<file path="src/rtl/pipeline_ctrl.sv">
// Pipeline sequencer for the 5-stage MIPS core: load-use stalls, branch squash,
// debug pause/run/step FSM and HALT drain. Define PIPELINE_CTRL_PERF_EN to build o_cycle_cnt.
module pipeline_ctrl #(
    parameter int NB_REG       = 5,
    parameter int DRAIN_CYCLES = 3,
    parameter int NB_CNT       = 16
) (
    input  logic              clk,
    input  logic              i_rst_n,
    input  logic [NB_REG-1:0] i_id_rs,
    input  logic [NB_REG-1:0] i_id_rt,
    input  logic [NB_REG-1:0] i_ex_rt,
    input  logic              i_ex_memRead,
    input  logic              i_branch_taken,
    input  logic              i_halt_id,
    input  logic              i_dbg_run,
    input  logic              i_dbg_stop,
    input  logic              i_dbg_step,
    output logic              o_pc_stall,
    output logic              o_ifid_stall,
    output logic              o_ifid_flush,
    output logic              o_idex_bubble,
    output logic [2:0]        o_state,
    output logic              o_step_done,
    output logic              o_halted,
    output logic [NB_CNT-1:0] o_stall_cnt,
    output logic [NB_CNT-1:0] o_cycle_cnt
);

    typedef enum logic [2:0] {
        ST_PAUSE  = 3'd0,
        ST_RUN    = 3'd1,
        ST_STEP   = 3'd2,
        ST_DRAIN  = 3'd3,
        ST_HALTED = 3'd4
    } state_t;

    localparam int                NB_DRN   = (DRAIN_CYCLES > 1) ? $clog2(DRAIN_CYCLES) : 1;
    localparam logic [NB_DRN-1:0] DRN_LAST = NB_DRN'(DRAIN_CYCLES - 1);

    state_t            state_q, state_d;
    logic [NB_DRN-1:0] drain_q;
    logic [NB_CNT-1:0] stall_cnt_q;
    logic              step_done_q;
    logic              hazard, active, stall_hit;

    // Register 0 is hardwired, so a load targeting it can never create a dependency.
    assign hazard    = i_ex_memRead && (i_ex_rt != '0) &&
                       ((i_ex_rt == i_id_rs) || (i_ex_rt == i_id_rt));
    assign active    = (state_q == ST_RUN) || (state_q == ST_STEP);
    assign stall_hit = active && hazard && !i_branch_taken;

    always_comb begin
        // NOTE: every output gets a default before the case so no path infers a latch.
        state_d       = state_q;
        o_pc_stall    = 1'b0;
        o_ifid_stall  = 1'b0;
        o_ifid_flush  = 1'b0;
        o_idex_bubble = 1'b0;
        case (state_q)
            ST_PAUSE: begin
                o_pc_stall    = 1'b1;
                o_ifid_stall  = 1'b1;
                o_idex_bubble = 1'b1;
                if (i_dbg_run)       state_d = ST_RUN;
                else if (i_dbg_step) state_d = ST_STEP;
            end
            ST_RUN, ST_STEP: begin
                // A taken branch squashes the dependent fetch, so it beats the stall.
                if (i_branch_taken) begin
                    o_ifid_flush  = 1'b1;
                    o_idex_bubble = 1'b1;
                end else if (hazard) begin
                    o_pc_stall    = 1'b1;
                    o_ifid_stall  = 1'b1;
                    o_idex_bubble = 1'b1;
                end
                if (i_halt_id)                                state_d = ST_DRAIN;
                else if (state_q == ST_RUN && i_dbg_stop)     state_d = ST_PAUSE;
                else if (state_q == ST_STEP && !stall_hit)    state_d = ST_PAUSE;
            end
            ST_DRAIN: begin
                o_pc_stall    = 1'b1;
                o_ifid_stall  = 1'b1;
                o_idex_bubble = 1'b1;
                if (drain_q == DRN_LAST) state_d = ST_HALTED;
            end
            ST_HALTED: begin
                o_pc_stall    = 1'b1;
                o_ifid_stall  = 1'b1;
                o_idex_bubble = 1'b1;
            end
            default: state_d = ST_PAUSE;
        endcase
    end

    always_ff @(posedge clk or negedge i_rst_n) begin
        if (!i_rst_n) begin
            state_q     <= ST_PAUSE;
            drain_q     <= '0;
            stall_cnt_q <= '0;
            step_done_q <= 1'b0;
        end else begin
            // NOTE: non-blocking so every register samples pre-edge values of its peers.
            state_q     <= state_d;
            step_done_q <= (state_q == ST_STEP) && !i_halt_id && !stall_hit;
            if (state_q != ST_DRAIN)     drain_q <= '0;
            else if (drain_q != DRN_LAST) drain_q <= drain_q + 1'b1;
            if (stall_hit && (stall_cnt_q != '1)) stall_cnt_q <= stall_cnt_q + 1'b1;
        end
    end

`ifdef PIPELINE_CTRL_PERF_EN
    logic [NB_CNT-1:0] cycle_cnt_q;

    always_ff @(posedge clk or negedge i_rst_n) begin
        if (!i_rst_n)                          cycle_cnt_q <= '0;
        else if (active && cycle_cnt_q != '1)  cycle_cnt_q <= cycle_cnt_q + 1'b1;
    end

    assign o_cycle_cnt = cycle_cnt_q;
`else
    assign o_cycle_cnt = '0;
`endif

    assign o_state     = state_q;
    assign o_step_done = step_done_q;
    assign o_halted    = (state_q == ST_HALTED);
    assign o_stall_cnt = stall_cnt_q;

endmodule

</file>
<file path="config.mk">
export PLATFORM = sky130hd
export DESIGN_NAME = pipeline_ctrl
export DESIGN_NICKNAME = d
export VERILOG_FILES = /design/src/rtl/pipeline_ctrl.sv
export SDC_FILE = /design/constraint.sdc
export NUM_CORES = 1
export LEC_CHECK = 0
export ABC_CLOCK_PERIOD_IN_PS = 2700
export CAP_MARGIN = 20
export CORE_ASPECT_RATIO = 0.9
export CORE_MARGIN = 1.5
export CORE_UTILIZATION = 40
export CTS_CLUSTER_DIAMETER = 60
export DETAILED_ROUTE_END_ITERATION = 10
export PLACE_DENSITY = 0.76
export RECOVER_POWER = 50
export SLEW_MARGIN = 20
export SYNTH_ARGS = -nofsm -noshare
export SYNTH_HDL_FRONTEND = slang
export SYNTH_SLANG_ARGS = --single-unit
</file>
<file path="constraint.sdc">
create_clock -name clk -period 2.7 [get_ports clk]
set_input_delay 0.54 -clock clk [delete_from_list [all_inputs] [get_ports clk]]
set_output_delay 0.54 -clock clk [all_outputs]
set_load 0.05 [all_outputs]
</file>
After elaboration in Yosys (flattened, before gate mapping)
Index checks and enable logic that the tools add are counted.
- flip-flop bits (word level): 22
- input bits: 23
- output and inout port bits: 41
- logic and storage cells: 56
- $add $sub $neg: 2
- equal/unequal tests: 13
- multiplexer cells: 16
- bitwise operators: 1
- reduce and logical (&&, ||, !) cells: 20
- operator list (kind ; number):
    2-to-1 mux 3 bit ; 6
    adder 16 x 1 -> 16 bit (second input constant) ; 1
    inequality test 16 bit (second input constant) ; 1
    one-hot mux 3 bit (4 select lines) ; 1
    == test 5 bit ; 2
    logical AND 1 bit ; 9
    == test 3 x 2 -> 1 bit (second input constant) ; 2
    2-to-1 mux 1 bit ; 5
    nonzero test 5 bit ; 1
    2-to-1 mux 2 bit ; 2
    inequality test 2 bit (second input constant) ; 2
    inequality test 4 bit (second input constant) ; 1
    one-hot mux 1 bit (2 select lines) ; 2
    AND reduction 4 bit ; 1
    == test 3 x 1 -> 1 bit (second input constant) ; 1
    == test 3 bit (second input constant) ; 1
    zero test 1 bit ; 3
    zero test 3 bit ; 1
    inequality test 3 x 2 -> 1 bit (second input constant) ; 1
    inequality test 3 bit (second input constant) ; 1
    OR reduction 3 bit ; 1
    adder 2 x 1 -> 2 bit (second input constant) ; 1
    == test 2 bit (second input constant) ; 1
    logical OR 1 bit ; 2
    other kinds (3) ; 3

Depth between registers and ports, before layout
- depth in word-level cells: 11
- mapped depth: 6
- mapped depth without buffers: 6

Least setup slack after synthesis
Ideal clock, no wire load.
- kind: input to output
- from: in i_ex_rt[1]
- to: out o_pc_stall
- data arrival time: 2.268 ns
- setup slack: -0.108 ns
- stages: 6
- buffers on the path: 1
- cell sequence: or4_4 o21ai_4 inv_2 nand4_1 o211ai_1 buf_4
- longest elaborated chain between the ends: 6
- elaborated cells on any way between the ends: 9
- those cells by class: 2 x eq/ne; 3 x mux; 4 x reduce/logical
- RTL lines (what ; line ; text):
    from (decl) ; 12 ; input logic [NB_REG-1:0] i_ex_rt,
    == test 5 bit or nonzero test 5 bit (tied branches) ; 49, 48 ;
    logical OR 1 bit or logical AND 1 bit (tied branches) ; 49, 48 ;
    logical AND 1 bit (*) ; 48 ; assign hazard = i_ex_memRead && (i_ex_rt != '0) &&
    2-to-1 mux 1 bit (*) (2 in a row) ; -- ;
    one-hot mux 1 bit (2 select lines) (*) ; -- ;
    to (decl) ; 19 ; output logic o_pc_stall,
Every way passes the cells marked *; elsewhere a longest branch is shown, timed or not.

Worst setup path in the final report
- from: in i_ex_rt[3]
- to: out o_pc_stall
- longest elaborated chain between the ends: 6
- elaborated cells on any way between the ends: 9
- those cells by class: 2 x eq/ne; 3 x mux; 4 x reduce/logical
- RTL lines (what ; line ; text):
    == test 5 bit or nonzero test 5 bit (tied branches) ; 49, 48 ;
    logical OR 1 bit or logical AND 1 bit (tied branches) ; 49, 48 ;
    logical AND 1 bit (*) ; 48 ;
    2-to-1 mux 1 bit (*) ; 73 ; end else if (hazard) begin
    2-to-1 mux 1 bit (*) ; 70 ; if (i_branch_taken) begin
    one-hot mux 1 bit (2 select lines) (*) ; 60 ; case (state_q)
Marks and branches as above.

==> report_table.html <==
<table>
<tr><th>Metric</th><th>Value</th></tr>
<tr><th colspan="2">GRT</th></tr>
<tr><td>All-layer global routing usage</td><td>0.1512</td></tr>
<tr><td>Largest net degree at the start of global routing</td><td>23</td></tr>
<tr><td>Global-route wire length before repair</td><td>around 4900 um</td></tr>
<tr><td>Antenna violations before repair</td><td>0</td></tr>
<tr><td>Vias in the first global route</td><td>1,168</td></tr>
<tr><td>Overflow left after global routing</td><td>0</td></tr>
<tr><th colspan="2">Detailed routing</th></tr>
<tr><td>Routed length per placed instance</td><td>around 12 um</td></tr>
<tr><td>First-pass DRT Iterations</td><td>4</td></tr>
<tr><td>Final routed wirelength across all metal layers</td><td>roughly 3100 um</td></tr>
<tr><td>Routed vias</td><td>1,346</td></tr>
<tr><td>Ratio of routed vias to standard cells</td><td>5.098</td></tr>
<tr><td>Starting DRC count in detailed routing</td><td>65</td></tr>
<tr><td>Post-detailed-route count of antenna-violating nets</td><td>0</td></tr>
<tr><td>Count of unresolved DRC violations after routing</td><td>0</td></tr>
<tr><th colspan="2">Clocking</th></tr>
<tr><td>Total clock sinks</td><td>22</td></tr>
<tr><td>Clk pin slew, worst setup/hold paths</td><td>~80 ps</td></tr>
<tr><td>Buffer type at the clock tree root</td><td>clkbuf_8</td></tr>
<tr><td>TritonCTS clock tree</td><td>yes</td></tr>
<tr><td>Cts bufs inserted</td><td>3</td></tr>
<tr><td>CTS H-tree lvls</td><td>1</td></tr>
<tr><td>Clk Latency, worst-skew pair</td><td>260 ps</td></tr>
<tr><td>Number of buffers on the longest clock path</td><td>2</td></tr>
<tr><th colspan="2">Synth</th></tr>
<tr><td>Post-Syn Area per Cell</td><td>9.629 um2</td></tr>
<tr><td>Number of warnings issued by yosys</td><td>0</td></tr>
<tr><td>Post-Synthesis Cells</td><td>161</td></tr>
<tr><td>Post-synthesis instance area</td><td>1550 um2</td></tr>
<tr><td>Sequential element share of the synthesized area</td><td>0.3551</td></tr>
<tr><td>Post-synthesis cell type with the largest combined area</td><td>dfrtp_1</td></tr>
<tr><td>Register bit total from synthesis</td><td>22</td></tr>
<tr><td>Netlist cell types</td><td>43</td></tr>
<tr><td>Fraction of post-synthesis cell area in the top cell type by area</td><td>0.3551</td></tr>
<tr><td>Cell types with the largest area share after synthesis</td><td>dfrtp_1 36%, xnor2_1 14%, buf_4 8.7%</td></tr>
<tr><th colspan="2">Floorplanning</th></tr>
<tr><td>Die height</td><td>around 62 um</td></tr>
<tr><td>Row Count</td><td>21</td></tr>
<tr><td>Die Area</td><td>4259 um2</td></tr>
<tr><td>Area inside the core boundary</td><td>3705 um2</td></tr>
<tr><td>Initial Util</td><td>0.4184</td></tr>
<tr><td>Die span in x</td><td>68.62 um</td></tr>
<tr><td>Number of placed I/O pins</td><td>64</td></tr>
<tr><th colspan="2">Cells and area</th></tr>
<tr><td>Fraction of final layout cells with drive strength greater than 1</td><td>0.1376</td></tr>
<tr><td>Area taken by multi-input logic gates</td><td>884.6 um2</td></tr>
<tr><td>Final standard cell count with taps included and fillers excluded</td><td>264</td></tr>
<tr><td>Most frequent standard cell in the layout excluding fill and tap cells</td><td>clkdlybuf4s50_1</td></tr>
<tr><td>Antenna cells</td><td>0</td></tr>
<tr><td>Filler cell count in the final layout</td><td>roughly 340</td></tr>
<tr><td>Area occupied by registers</td><td>between 500 and 600 um2</td></tr>
<tr><td>Synth-to-Final Area Change</td><td>38.18%</td></tr>
<tr><td>Highest-count cells in the layout ignoring fill and taps</td><td>37 x clkdlybuf4s50_1, 24 x xnor2_1, 22 x dfrtp_1</td></tr>
<tr><td>NumNets Final</td><td>244</td></tr>
<tr><td>Final Util</td><td>0.5782</td></tr>
<tr><th colspan="2">Hold path</th></tr>
<tr><td>Hold WC Path Type</td><td>flop to flop</td></tr>
<tr><th colspan="2">Timing</th></tr>
<tr><td>Number of failing setup endpoints in the final timing report</td><td>0</td></tr>
<tr><td>Final max-slew violation count</td><td>0</td></tr>
<tr><td>Final hold violations</td><td>0</td></tr>
<tr><td>Highest clock rate</td><td>380.9 MHz</td></tr>
<tr><td>RSZ-0062 raised after global routing</td><td>true</td></tr>
<tr><td>Worst-margin pin slew</td><td>approximately 1200 ps</td></tr>
<tr><td>Post-Route Skew</td><td>7.309 ps</td></tr>
<tr><td>Portion of the clock cycle consumed by the worst path in the final layout</td><td>0.9722</td></tr>
<tr><td>Minimum clock period</td><td>between 2000 and 3000 ps</td></tr>
<tr><td>Rel. slew slack</td><td>0.2219</td></tr>
<tr><td>Post-route worst hold slack</td><td>519.9 ps</td></tr>
<tr><th colspan="2">Pwr</th></tr>
<tr><td>Leakage power of the design</td><td>0.9207 nW</td></tr>
<tr><td>Worst ir drop on vdd</td><td>0.0003931 V</td></tr>
<tr><td>Pwr dens</td><td>between 700 and 800 nW/um2</td></tr>
<tr><td>Final total power</td><td>1.605 mW</td></tr>
<tr><th colspan="2">Critical path</th></tr>
<tr><td>CP Data Arrival Time</td><td>2090 ps</td></tr>
<tr><td>Category of the worst setup path capture point</td><td>output port</td></tr>
<tr><td>Kind of critical path</td><td>primary input to output port</td></tr>
<tr><td>Startpoint types</td><td>primary input</td></tr>
<tr><td>Required time reported for the critical path endpoint</td><td>2160 ps</td></tr>
<tr><td>Worst-path fanout max</td><td>3</td></tr>
<tr><th colspan="2">Placement</th></tr>
<tr><td>Buffers added on ports</td><td>47</td></tr>
<tr><td>Post-detail-place hpwl</td><td>2492 um</td></tr>
<tr><td>Number of instances in the placed design</td><td>258</td></tr>
<tr><td>Final weighted congestion in routability-driven placement</td><td>0.8706</td></tr>
<tr><th colspan="2">Run status</th></tr>
<tr><td>Result of the run</td><td>completed</td></tr>
<tr><th colspan="2">Job</th></tr>
<tr><td>Max capacitance violation total</td><td>0</td></tr>
</table>
-- critical path: stages --
cell	delay (ps)
dlygate4sd2_1	240
or4_4	520
o21ai_4	150
inv_2	50
nand4_1	130
o211ai_1	120
buf_4	160
clkbuf_16	160
-- metrics by stage --
| step | cell area (um2) | setup slack (ps) | TNS [ps] |
|---|---|---|---|
| 5_1_grt | 2142 | -3.913 | -3.913 |
| 4_1_cts | 2145 | 15.62 | 0 |
| 6_report | 2142 | 74.96 | 0 |
| 2_1_floorplan | 1607 | -101.4 | -101.4 |
| 3_3_place_gp | 2076 | -165.1 | -441.1 |
| 3_5_place_dp | 2076 | -184.1 | -489.3 |
-- cell type report --
cell class,instances,area share
inverter,6,0.01051
tap,46,0.02687
multi-input combinational,127,0.4130
sequential,22,0.2570
timing repair buffer,59,0.2669
clock buffer,4,0.02570
-- routing by layer --
metal	wire length (um)	share of wire	global-route usage
met1	1395	0.45	0.2020
met2	1556	0.50	0.2582
met3	143	0.046	0.01441
met4	38	0.012	0.05143
met5	0	0	0
-- cells in the mapped netlist, drive strengths merged --
cell type / number
a211oi: 1
a21oi: 5
a221oi: 1
a2bb2oi: 1
a41oi: 1
and2: 2
and3: 3
and3b: 1
and4: 2
buf: 20
clkbuf: 1
conb: 1
dfrtp: 22
ha: 2
inv: 6
mux2: 1
nand2: 7
nand3: 9
nand3b: 1
nand4: 13
nand4b: 2
nor2: 11
nor2b: 3
nor3: 5
nor3b: 1
nor4: 1
o211a: 1
o211ai: 1
o21ai: 2
o21bai: 3
o22ai: 3
o32ai: 1
or4: 1
xnor2: 24
xor2: 2
-- power by group --
part	internal (mW)	leakage, nW	switching, mW
Clock	0.130	0.0288	0.102
Sequential	0.370	0.300	0.0506
Combinational	0.385	0.591	0.567
-- timing repair --
action,4_1_cts,5_1_grt
hold endpoints to repair,0,0
resized for setup,6,2
pin swaps,6,6
setup buffers,1,1
gates cloned,0,0
hold buffers,0,0
endpoints found under the setup margin,3,3
-- kinds of logic (layout without fill, tap and decap cells) --
logic type / after synthesis / after routing / synth area share
and+or+nand+nor: 62 / 62 / 0.2462
buffers and inverters: 27 / 69 / 0.1106
xor gates and xnor gates: 26 / 26 / 0.1517
DFF: 22 / 22 / 0.3551
AOI/OAI and AO/OA: 20 / 20 / 0.1082
adders and majority gates: 2 / 2 / 0.01614
other: 1 / 16 / 0.002419
muxes: 1 / 1 / 0.009682
-- path summary, 6_finish.rpt --
path | startpoint | endpoint | slack [ps] | cells past startpoint
max in group asynchronous | i_rst_n | o_state[0] | 970 | 2
min in group asynchronous | i_rst_n | o_stall_cnt[9] | 1030 | 2
max reg2reg | o_state[1] | o_stall_cnt[8] | 880 | 6
max | i_ex_rt[3] | o_pc_stall | 70 | 8
min | o_stall_cnt[9] | o_stall_cnt[9] | 520 | 1
min reg2reg | o_stall_cnt[9] | o_stall_cnt[9] | 520 | 1
-- flip-flops by register name, summed over array words and instances (netlist names) --
register and count:
o_stall_cnt 16, drain_q 2, o_state 3, o_step_done 1
(Power assumes the default switching activity.)
